### src/rtl/pipeline_control_unit.sv
// rtl/pipeline_control_unit.sv - pipeline freeze/flush/stall control with SRAM access sequencing
module pipeline_control_unit #(
    parameter int TIMEOUT = 15,
    parameter int CNT_W   = 16
) (
    input  logic             clk,
    input  logic             rst,
    input  logic             Hazard_detected_signal,
    input  logic             Branch_taken,
    input  logic             Mem_R_EN,
    input  logic             Mem_W_EN,
    input  logic             Sram_ready,
    output logic             Freeze_IF,
    output logic             Freeze_ID,
    output logic             Freeze_all,
    output logic             Flush_IF_ID,
    output logic             Bubble_ID_EXE,
    output logic             Sram_start,
    output logic             Sram_error,
    output logic [CNT_W-1:0] Stall_cycles
);

    localparam int WAIT_W = $clog2(TIMEOUT + 2);

    typedef enum logic {
        RUN      = 1'b0,
        MEM_WAIT = 1'b1
    } state_t;

    state_t            state_q, state_d;
    logic [WAIT_W-1:0] wait_q, wait_d;
    logic              err_q;
    logic              err_set;
    logic [CNT_W-1:0]  stall_q;
    logic              req;

    assign req = Mem_R_EN | Mem_W_EN;

    // Memory freeze outranks branch flush, which outranks the load-use stall.
    // Branches seen during MEM_WAIT are left for the first RUN cycle after release.
    always_comb begin
        state_d       = state_q;
        wait_d        = wait_q;
        err_set       = 1'b0;
        Freeze_IF     = 1'b0;
        Freeze_ID     = 1'b0;
        Freeze_all    = 1'b0;
        Flush_IF_ID   = 1'b0;
        Bubble_ID_EXE = 1'b0;
        Sram_start    = 1'b0;
        if (!rst) begin
            case (state_q)
                RUN: begin
                    if (req) begin
                        Sram_start = 1'b1;
                        Freeze_IF  = 1'b1;
                        Freeze_ID  = 1'b1;
                        Freeze_all = 1'b1;
                        wait_d     = '0;
                        state_d    = MEM_WAIT;
                    end else if (Branch_taken) begin
                        Flush_IF_ID   = 1'b1;
                        Bubble_ID_EXE = 1'b1;
                    end else if (Hazard_detected_signal) begin
                        Freeze_IF     = 1'b1;
                        Freeze_ID     = 1'b1;
                        Bubble_ID_EXE = 1'b1;
                    end
                end
                MEM_WAIT: begin
                    if (Sram_ready) begin
                        state_d = RUN;
                    end else if (wait_q >= WAIT_W'(TIMEOUT)) begin
                        err_set = 1'b1;
                        state_d = RUN;
                    end else begin
                        Freeze_IF  = 1'b1;
                        Freeze_ID  = 1'b1;
                        Freeze_all = 1'b1;
                        wait_d     = wait_q + WAIT_W'(1);
                    end
                end
                default: state_d = RUN;
            endcase
        end
    end

    always_ff @(posedge clk) begin
        if (rst) begin
            state_q <= RUN;
            wait_q  <= '0;
            err_q   <= 1'b0;
            stall_q <= '0;
        end else begin
            state_q <= state_d;
            wait_q  <= wait_d;
            err_q   <= err_q | err_set;
            if (Freeze_IF && (stall_q != {CNT_W{1'b1}})) begin
                stall_q <= stall_q + CNT_W'(1);
            end
        end
    end

    assign Sram_error   = err_q & ~rst;
    assign Stall_cycles = stall_q;

endmodule

### config.mk
export PLATFORM = sky130hd
export DESIGN_NAME = pipeline_control_unit
export DESIGN_NICKNAME = d
export VERILOG_FILES = /design/src/rtl/pipeline_control_unit.sv
export SDC_FILE = /design/constraint.sdc
export NUM_CORES = 1
export LEC_CHECK = 0
export CAP_MARGIN = 20
export CORE_MARGIN = 5
export CORE_UTILIZATION = 50
export DETAILED_ROUTE_END_ITERATION = 6
export PLACE_DENSITY = 0.78
export SLEW_MARGIN = 20
export SYNTH_ARGS = -nofsm -noshare
export SYNTH_HDL_FRONTEND = slang
export SYNTH_SLANG_ARGS = --single-unit
### constraint.sdc
create_clock -name clk -period 3.3 [get_ports clk]
set_clock_uncertainty 0.05 [all_clocks]
set_input_delay 0.33 -clock clk [delete_from_list [all_inputs] [get_ports clk]]
set_output_delay 0.33 -clock clk [all_outputs]
set_load 0.01 [all_outputs]
==> results by stage, run 1 <==
Status:
- The run finished with clean final reports.

Placement:
- In this run the tool buffered the top-level ports with 29 buffer cells.
- Before CTS, the worst setup slack after placement is 0.532 ns.
- The HPWL after detailed placement is 2.42 mm.
- The final weighted congestion in routability-driven placement is 0.834.
- Once placement completed, the tool counted placed cells totaling 213.

STA:
- The final critical path time including I/O delays and setup is 3.06 ns.
- The share of the cycle needed by the critical path after routing is 92.9%.
- The transition time of the tightest slew-check pin is 0.835 ns.
- Derived from the worst setup path, the maximum achievable clock frequency is 326 MHz.
- The worst hold slack after final layout is 0.431 ns.
- Setup repair after global routing left no endpoint under its margin.
- The final count of pins violating max slew is 0.
- The final hold violation count is 0.
- Measured against its own limit, the worst slew margin works out to 43.9%.
- Setup violations remaining at the end of the flow were counted as 0.
- The final sum of negative setup slack is 0 ns.
- Setup slack on the critical path of the routed design comes to 0.236 ns.

Logic synthesis:
- For this run, the leading register cell type out of synthesis is dfxtp_1.
- The most frequent cell after synthesis is dfxtp_1.
- After synthesis, the cell types taking the most area are dfxtp_1 32%, mux2_2 9.4%, nor2b_1 5.6%.
- The number of instances in the synthesized netlist is 162.
- The number of different library cells in the post-synthesis netlist is 43.
- When the netlist entered floorplanning its net count stood at 172.
- Counting flops with a built-in enable in the synthesized netlist gives 0.
- The synthesized design contains 23 register bits.
- Counting instances in the post-synthesis netlist gives the leading cell types as 23 x dfxtp_1, 21 x nor2_1, 13 x nor2b_1.
- After synthesis the cells add up to 0.00144 sq mm.
- In the synthesized netlist the async set-or-reset flop fraction comes to 0%.
- The Yosys warning count is 0.
- The register area share after synthesis is 31.9%.
- The top cell type by area accounts for 31.9% of the synthesized area.
- The most area-hungry cell type in the Yosys netlist is dfxtp_1.
- The synthesized area per cell is 8.91 sq um.

Global routing:
- The residual overflow from global routing is 0.
- The via count of the first global-routing pass is 1178.
- The number of antenna violations at the first check in global routing is 0.
- The pin count of the biggest net entering global routing is 40.
- The overall global routing resource usage is 16.7%.
- The global-route wire length before repair is 5.49 mm.

Floorplanning:
- The number of placement rows is 19.
- The initial utilization of the core area, before any placement, comes to 52.4%.
- The die is 63.7 microns wide.
- The full die area is 0.00406 sq mm.
- The number of top-level pins is 30.
- The die outline height is 63.7 microns.
- The core region is 0.00276 sq mm.

Detailed routing:
- In the routed design, unresolved DRC markers number 0.
- After detailed routing, the total wire length is 3.31 mm.
- The final antenna-violating net count is 0.
- Dividing the detail-routed wire length by the instance count gives 15.2 microns.
- Dividing the detail-routed via count by the number of cells gives 6.06.
- The total vias in the final route is 1322.
- The detailed router finished its first iteration with 92 violations.
- The first detailed-routing pass took 4 iterations.

Critical path:
- The arrival time of the worst setup path is 2.68 ns.
- The maximum net fanout on the critical path is 16.
- The critical path is of the flop to primary output type.
- The register-to-register setup slack is 0.71 ns.
- The startpoint of the lowest-slack register-to-register path is wait_q[0]$_SDFFE_PP0P_.
- The length in cells of the worst reg-to-reg path is 8.
- The category of the worst setup path launch point is a flop.
- STA classifies the critical path endpoint as a primary output.
- At the worst endpoint, the required time is 2.92 ns.
- The endpoint identified for the worst register-to-register timing path is Stall_cycles[15]$_SDFFE_PP0P_.

Finish:
- The final non-filler cell total is 218.
- In the final design database the tool counted 198 nets.
- The area overhead of the layout relative to synthesis is 21.8%.
- The fraction of final layout cells with drive strength greater than 1 is 13.4%.
- The core utilization of the finished layout is 63.7%.
- The total of fill cells in the finished design is 247.
- 0 antenna diodes ended up in the layout.

Clock tree:
- The insertion delay of the later-clocked pin in the worst-skew pair is 0.31 ns.
- In this run the number of H-tree levels came out at 1.
- Post-CTS repair changed the size of 0 cells.
- The post-CTS clock slew at the launch and capture registers of the worst setup and hold paths is 0.13 ns.
- The clock tree from TritonCTS is done.
- The maximum clock path buffer count is 2.
- The number of buffers inserted during clock tree synthesis is 3.
- Post-CTS timing repair inserted 0 buffers for setup.
- The buffer cell driving the clock tree root is clkbuf_4.
- The number of hold buffers added after cts is 0.
- The number of clock sinks seen by CTS is 23.

Run:
- The max-cap check violation count is 0.

Worst hold path:
- The launch point of the worst hold path is err_q$_SDFF_PP0_.
- The worst min-delay path endpoint is err_q$_SDFF_PP0_.
- The count of cells along the worst hold path is 2.
- The path class of the tightest hold or removal check is flop to flop.

Power:
- The leakage component of the power is 0.634 nW.
- The power density over cell area is 289 mW/mm^2.
- The worst ir drop on vdd is 0.000264 V.
[cells in the final DEF (no fill, tap or decap), types with 2 or more instances in the layout]
cell type,netlist,routed
clkdlybuf4s50_1,0,29
dfxtp_1,23,23
nor2_1,21,21
nor2b_1,13,13
mux2_2,12,12
nand4_1,9,9
nand3_1,8,8
a21oi_1,6,6
inv_1,5,5
a2111oi_0,5,5
and3_1,4,4
nand2_1,4,4
a211oi_1,4,4
and4_1,3,3
o31ai_1,3,3
ha_1,3,3
clkbuf_4,0,3
buf_4,3,3
nor4_1,2,2
mux2i_1,2,2
a2bb2oi_1,2,2
a31oi_1,2,2
or4_1,2,2
[through the flow]
stage / instance area [sq um] / power, mW
2_1_floorplan: 1440 / 0.348
6_report: 1760 / 0.509
4_1_cts: 1750 / 0.515
5_1_grt: 1760 / 0.539
3_5_place_dp: 1720 / 0.382
3_3_place_gp: 1720 / 0.379
[how the worst max path moves through the flow]
| stage | to | from | slack [ns] | cells past startpoint |
|---|---|---|---|---|
| floorplan | Freeze_IF | wait_q[0]$_SDFFE_PP0P_ | 0.94 | 8 |
| global placement | Freeze_IF | wait_q[0]$_SDFFE_PP0P_ | 0.66 | 7 |
| detailed placement | Freeze_IF | wait_q[0]$_SDFFE_PP0P_ | 0.53 | 7 |
| CTS | Freeze_IF | wait_q[0]$_SDFFE_PP0P_ | 0.14 | 7 |
| global route | Freeze_IF | wait_q[0]$_SDFFE_PP0P_ | 0.1 | 8 |
| finish | Freeze_IF | wait_q[0]$_SDFFE_PP0P_ | 0.24 | 8 |
[flip-flops by register name (all words and copies together) (netlist names)]
signal	count
err_q	1
Stall_cycles	16
state_q	1
wait_q	5
[critical path: stages (launching register included)]
cell and delay (ns):
dfxtp_1 0.37, ha_1 0.23, and3_1 0.19, ha_1 0.22, nor4b_4 0.21, buf_4 0.18
nand2_4 0.14, a21oi_1 0.24, clkdlybuf4s50_1 0.59
[area by class of cell]
type | instances | area [sq um] | share of cell area [%]
multi-input cells | 123 | 901 | 51.2
inverters | 5 | 18.8 | 1.07
flip-flops and latches | 23 | 460 | 26.2
clock buffers | 4 | 26.3 | 1.49
repair buffers | 32 | 313 | 17.8
well taps | 31 | 38.8 | 2.21
[kinds of logic after synthesis]
| kind of cell | share of synthesized area, % |
|---|---|
| AOI/OAI and AO/OA | 17.1 |
| buffers and inverters | 5.72 |
| DFF | 31.9 |
| muxes | 11.5 |
| and+or+nand+nor | 31.2 |
| adders and majority gates | 2.60 |
[metal layers]
| metal | vias to the layer above | GRT usage [%] | routed length [microns] |
|---|---|---|---|
| met5 | - | 0 | 0 |
| met4 | 0 | 7.53 | 80 |
| met3 | 8 | 5.08 | 160 |
| met2 | 41 | 28.9 | 1710 |
| met1 | 618 | 18.8 | 1360 |
| li1 | 655 | - | - |
[where the power goes]
| part | switching [mW] | internal, mW |
|---|---|---|
| Combinational | 0.0451 | 0.0406 |
| Clock | 0.0843 | 0.0472 |
| Sequential | 0.00833 | 0.283 |
| Total | 0.138 | 0.371 |
No activity file was read; power rests on OpenSTA's default activity.
==> inputs of run 2 (changes only) <==
--- a/config.mk
+++ b/config.mk
@@ -14,3 +14,4 @@
 export SYNTH_ARGS = -nofsm -noshare
 export SYNTH_HDL_FRONTEND = slang
 export SYNTH_SLANG_ARGS = --single-unit
+export TNS_END_PERCENT = 10
==> results of run 2 <==
No change in the layout: final DEF, timing and power equal those of run 1.
